$ cat src/rtl/muldiv_sequencer.sv
// -----------------------------------------------------------------------------
// muldiv_sequencer
//
// Iterative unsigned multiply/divide unit that sits beside the single-cycle
// ALU. One operation is in flight at a time. Requests come in through a
// valid/ready handshake. Results go out through a second valid/ready
// handshake that carries the request tag.
//
// Each normal operation runs for WIDTH iterations:
//   MUL / MULHU : shift-add into a 2*WIDTH product register
//   DIVU / REMU : restoring division, one quotient bit per cycle, MSB first
// Divide-by-zero and illegal op codes skip the iterations and respond on the
// cycle after accept.
//
// Ports
//   clk          rising-edge clock
//   rst_n        asynchronous active-low reset
//   flush        synchronous abort; discards any in-flight op
//   req_valid    request present
//   req_ready    unit can accept a request (IDLE only)
//   req_op       1001 MUL(lo), 1010 MULHU, 0100 DIVU, 0101 REMU
//   req_a        operand A (dividend / multiplicand), unsigned
//   req_b        operand B (divisor / multiplier), unsigned
//   req_tag      tag echoed on the response
//   resp_valid   result present (DONE only)
//   resp_ready   consumer accepts the result
//   resp_result  result
//   resp_tag     tag of the completed request
//   resp_err     illegal op code, or divide by zero
//   busy         high in any state other than IDLE
// -----------------------------------------------------------------------------
module muldiv_sequencer #(
   parameter int WIDTH = 32,
   parameter int TAG_W = 4
) (
   input  logic             clk,
   input  logic             rst_n,
   input  logic             flush,
   input  logic             req_valid,
   output logic             req_ready,
   input  logic [3:0]       req_op,
   input  logic [WIDTH-1:0] req_a,
   input  logic [WIDTH-1:0] req_b,
   input  logic [TAG_W-1:0] req_tag,
   output logic             resp_valid,
   input  logic             resp_ready,
   output logic [WIDTH-1:0] resp_result,
   output logic [TAG_W-1:0] resp_tag,
   output logic             resp_err,
   output logic             busy
);

   localparam int CNT_W = (WIDTH > 1) ? $clog2(WIDTH) : 1;

   localparam logic [3:0] OP_MUL   = 4'b1001;
   localparam logic [3:0] OP_MULHU = 4'b1010;
   localparam logic [3:0] OP_DIVU  = 4'b0100;
   localparam logic [3:0] OP_REMU  = 4'b0101;

   typedef enum logic [1:0] {
      S_IDLE,
      S_RUN,
      S_DONE
   } state_t;

   state_t             state, state_d;

   logic [3:0]         op_q;
   logic [WIDTH-1:0]   a_q;      // multiplicand
   logic [WIDTH-1:0]   b_q;      // divisor
   logic [TAG_W-1:0]   tag_q;
   logic [CNT_W-1:0]   count;
   logic [2*WIDTH-1:0] prod;     // upper half accumulates, lower half holds multiplier bits still to consume
   logic [WIDTH:0]     rem;      // partial remainder
   logic [WIDTH-1:0]   quot;     // dividend bits shift out the top, quotient bits shift in the bottom

   // Request decode
   logic accept;
   logic req_is_mul;
   logic req_is_div;
   logic req_div0;
   logic req_short;              // skips RUN and responds immediately
   logic last_iter;

   // One iteration of each algorithm
   logic [WIDTH:0]     mul_sum;
   logic [2*WIDTH-1:0] prod_step;
   logic [WIDTH:0]     div_shift;
   logic               div_ge;
   logic [WIDTH:0]     rem_step;
   logic [WIDTH-1:0]   quot_step;
   logic [WIDTH-1:0]   result_step;

   assign req_ready  = (state == S_IDLE);
   assign resp_valid = (state == S_DONE);
   assign busy       = (state != S_IDLE);

   // flush beats the request handshake in the same cycle
   assign accept     = req_valid & req_ready & ~flush;
   assign req_is_mul = (req_op == OP_MUL)  || (req_op == OP_MULHU);
   assign req_is_div = (req_op == OP_DIVU) || (req_op == OP_REMU);
   assign req_div0   = req_is_div && (req_b == '0);
   assign req_short  = !(req_is_mul || req_is_div) || req_div0;
   assign last_iter  = (count == CNT_W'(WIDTH - 1));

   // Shift-add: the add carries into bit WIDTH, and that carry lands in the
   // product as the whole thing shifts right by one.
   assign mul_sum   = {1'b0, prod[2*WIDTH-1:WIDTH]}
                    + (prod[0] ? {1'b0, a_q} : {(WIDTH+1){1'b0}});
   assign prod_step = {mul_sum, prod[WIDTH-1:1]};

   // Restoring divide: bring down the next dividend bit, subtract if it fits.
   assign div_shift = {rem[WIDTH-1:0], quot[WIDTH-1]};
   assign div_ge    = (div_shift >= {1'b0, b_q});
   assign rem_step  = div_ge ? (div_shift - {1'b0, b_q}) : div_shift;
   assign quot_step = {quot[WIDTH-2:0], div_ge};

   always_comb begin
      // NOTE: every always_comb output gets a default first, so no path through
      // the case leaves it unassigned and no latch is inferred.
      result_step = '0;
      case (op_q)
         OP_MUL:   result_step = prod_step[WIDTH-1:0];
         OP_MULHU: result_step = prod_step[2*WIDTH-1:WIDTH];
         OP_DIVU:  result_step = quot_step;
         OP_REMU:  result_step = rem_step[WIDTH-1:0];
         default:  result_step = '0;
      endcase
   end

   // ---------------------------------------------------------------- FSM
   always_ff @(posedge clk or negedge rst_n) begin
      // NOTE: sequential state uses non-blocking assignment so every flop
      // samples pre-edge values, independent of statement order.
      if (!rst_n) state <= S_IDLE;
      else        state <= state_d;
   end

   always_comb begin
      state_d = state;
      if (flush) begin
         state_d = S_IDLE;
      end else begin
         case (state)
            S_IDLE: if (accept)     state_d = req_short ? S_DONE : S_RUN;
            S_RUN:  if (last_iter)  state_d = S_DONE;
            S_DONE: if (resp_ready) state_d = S_IDLE;
            default:                state_d = S_IDLE;
         endcase
      end
   end

   // ---------------------------------------------------------------- datapath
   always_ff @(posedge clk or negedge rst_n) begin
      if (!rst_n) begin
         op_q        <= '0;
         a_q         <= '0;
         b_q         <= '0;
         tag_q       <= '0;
         count       <= '0;
         prod        <= '0;
         rem         <= '0;
         quot        <= '0;
         resp_result <= '0;
         resp_tag    <= '0;
         resp_err    <= 1'b0;
      end else if (accept) begin
         op_q     <= req_op;
         a_q      <= req_a;
         b_q      <= req_b;
         tag_q    <= req_tag;
         count    <= '0;
         prod     <= {{WIDTH{1'b0}}, req_b};
         rem      <= '0;
         quot     <= req_a;
         resp_err <= req_short;
         // Short ops enter DONE on this edge, so their response is loaded now.
         if (req_short) begin
            resp_tag <= req_tag;
            if (!req_div0)              resp_result <= '0;
            else if (req_op == OP_DIVU) resp_result <= '1;
            else                        resp_result <= req_a;
         end
      end else if (state == S_RUN && !flush) begin
         count <= count + 1'b1;
         prod  <= prod_step;
         rem   <= rem_step;
         quot  <= quot_step;
         if (last_iter) begin
            resp_result <= result_step;
            resp_tag    <= tag_q;
         end
      end
   end

endmodule

$ cat config.mk
export PLATFORM = sky130hd
export DESIGN_NAME = muldiv_sequencer
export DESIGN_NICKNAME = d
export VERILOG_FILES = /design/src/rtl/muldiv_sequencer.sv
export SDC_FILE = /design/constraint.sdc
export NUM_CORES = 1
export LEC_CHECK = 0
export CAP_MARGIN = 30
export CELL_PAD_IN_SITES_DETAIL_PLACEMENT = 0
export CELL_PAD_IN_SITES_GLOBAL_PLACEMENT = 1
export CORE_MARGIN = 1
export CORE_UTILIZATION = 49
export DETAILED_ROUTE_END_ITERATION = 6
export PLACE_DENSITY = 0.87
export SETUP_SLACK_MARGIN = 0.4
export SLEW_MARGIN = 40
export SYNTH_ARGS = -nofsm -noshare
export SYNTH_HDL_FRONTEND = slang
export SYNTH_SLANG_ARGS = --single-unit
$ cat constraint.sdc
create_clock -name clk -period 6.3 [get_ports clk]
set_clock_uncertainty 0.05 [all_clocks]
set_input_delay 0.945 -clock clk [delete_from_list [all_inputs] [get_ports clk]]
set_output_delay 0.945 -clock clk [all_outputs]
set_load 0.01 [all_outputs]
==> run metrics <==
outcome finished clean; max frequency 254 MHz; crit-path max FO 17; Post-CTS Hold Buffers 0; Slew headroom 0.410; asr flop ratio synth 1.00; DR vias 13100; final slew viol count 0; Synth Register Bits 244; top cells by area, synth dfrtp_1, nand2_1, ha_1; layout cell share with drive strength beyond 1 0.0597; Clk pin slew, worst setup/hold paths 70 ps; average wire per standard cell 21.4 um; global-route wire length before repair 72.3 mm; H-tree depth 1; Final Cycle Share 0.624; Synth Instances 1681; Post-synth EDFFs 0; Mapped Nets 1826; Req. time, crit path 6660 ps; GRT Overall Usage 0.307; pin count of the biggest net entering global routing 136; P_leak 7.78 nW; Core ar. 0.0289 mm2; antenna-violating nets left 0; Initial Util 0.500; # DRC 0; cell row count 62; DP HPWL 33.3 mm; Final TNS setup 0 ps; Pwr Total 5.05 mW; clock root cell clkbuf_16; post-cts resize count 0; post-CTS setup buffers 0; Ports 117; Crit Path Category reg2reg; maximum VDD drop 0.212 mV; area delta synth->final 16.8%; Yosys cell types 80; HP Class in2async; Worst-Margin Slew 885 ps; die width 174 um; Placed Instances 2109; Die Ht 174 um; Synth top area share 0.423; CTS Buf Count 27; clk sinks 244; grt total ovfl 0; Setup crit end kind flip-flop; register area share after synthesis 0.423; Port-buffer cells 116; Yosys Warn Count 0; clk_lat worst skew 550 ps; vias per cell 6.08; RSZ-0062 raised after global routing no; routability cong. 0.938; final count of hold timing violations 0; filler cell count 2605; Detailed Route Iter0 Violations 1216; routed wire length 46.2 mm; deepest clock path buffer count 3; Setup Viol. Count Final 0; dpl cell area 0.0160 mm2; initial antenna violation count 0; CP arrival 4290 ps; syn_area_per_cell 8.59 um2; Die Area 0.0301 mm2; area leader, netlist dfrtp_1; dominant synthesized flop cell dfrtp_1; Final Net Count 1900; startpoint types flip-flop; Post-Synthesis Cell Area 0.0144 mm2; max cap viols 0; vias in the first global route 12500; ANT cells 0; min Tclk post-route 3930 ps; CTS tree built; fin util 0.584; Pre-Repair DR Iteration Count 7; fin area 0.0169 mm2; fin cells 2160; cell area power density 300 mW/mm2
-- cells in the final DEF, fill, tap and decap left out, types with 33 or more instances in the layout --
cell type        count
and2_1              40
ha_1                66
nor2_1              63
xnor2_1             35
inv_1               46
a21oi_1            119
nand2_1            375
a22o_1              33
nand3_1            104
clkdlybuf4s50_1    115
o21ai_0            126
dfrtp_1            243
-- cells in the mapped netlist (9+ instances only) --
cell and number:
clkbuf_1 71, a31oi_1 15, nand3_1 104, and3_1 12, a211oi_1 9, nor3_1 12, xor2_1 22, nand4_1 15
a22oi_1 27, xnor2_1 35, nand2b_1 12, nor4_1 10, buf_1 10, a21oi_1 119, dfrtp_1 244, and2_1 40
nand2_1 375, inv_1 46, o211ai_1 14, nor2_1 65, o21a_1 14, o21ai_0 126, a21o_1 30, o21ai_1 13
ha_1 66, mux2i_1 20, a22o_1 33
-- flip-flops by register name, summed over array words and instances, names as in the netlist --
register and count:
a_q 32, b_q 32, count 5, op_q 4, prod 64, quot 32
rem 32, resp_err 1, resp_result 32, resp_tag 4, state 2, tag_q 4
-- power by group --
group	internal (mW)	leakage (nW)	total [mW]	switching, mW
Combinational	0.571	4.19	1.42	0.852
Clock	0.900	0.434	1.57	0.675
Sequential	1.83	3.16	2.06	0.225
Total	3.30	7.78	5.05	1.75
-- cell families (layout without fill, tap and decap cells) --
family,after synthesis,after routing,synth area share
simple gates,677,677,0.210
compound gates,472,472,0.215
flops,244,244,0.423
buf+inv,137,232,0.0381
fa+ha+maj,68,68,0.0600
xor+xnor,57,57,0.0346
mux,26,26,0.0186
-- routing by layer --
layer	track usage	vias to the layer above	wire length, um	part of all wire
met5	0	-	0	0
met4	0.0811	0	1170	0.025
met3	0.0605	61	4370	0.095
met2	0.445	530	19800	0.43
met1	0.465	6407	20900	0.45
li1	-	6125	-	-
-- worst max-delay path: stages, from the launching register on --
cell and delay [ps]:
dfrtp_1 420, ha_1 410, and4_1 330, nand4_1 230
a21oi_1 140, a2111oi_4 640, and2_1 820, o21ai_1 300
a221oi_1 350, o211ai_1 110
-- through the flow --
step / hold slack (ps) / setup slack (ps)
3_5_place_dp: 406 / 2180
2_1_floorplan: 386 / 3300
4_1_cts: 227 / 2170
3_3_place_gp: 400 / 2020
6_report: 210 / 2370
5_1_grt: 233 / 2220
-- worst paths after layout --
kind                              endpoint  cells after the start    start  slack [ps]
hold / removal                     a_q[28]                      1    rst_n         210
setup reg to reg           resp_result[22]                      9  rem[13]        2370
setup / recovery           resp_result[22]                      9  rem[13]        2370
max in group asynchronous          rem[10]                      3    rst_n        4890
min in group clk                    a_q[3]                      2   a_q[3]         420
hold reg to reg                     a_q[3]                      2   a_q[3]         420
-- cell type report --
cell class / instances / area, um2 / share of cell area
Clock buffer: 36 / 769 / 0.0456
Clock inverter: 14 / 110 / 0.00653
Inverter: 46 / 173 / 0.0102
Multi-Input combinational cell: 1300 / 7840 / 0.465
Sequential cell: 244 / 6110 / 0.362
Tap cell: 384 / 480 / 0.0285
Timing Repair Buffer: 136 / 1380 / 0.0821
Power figures use the tool's default switching activity.
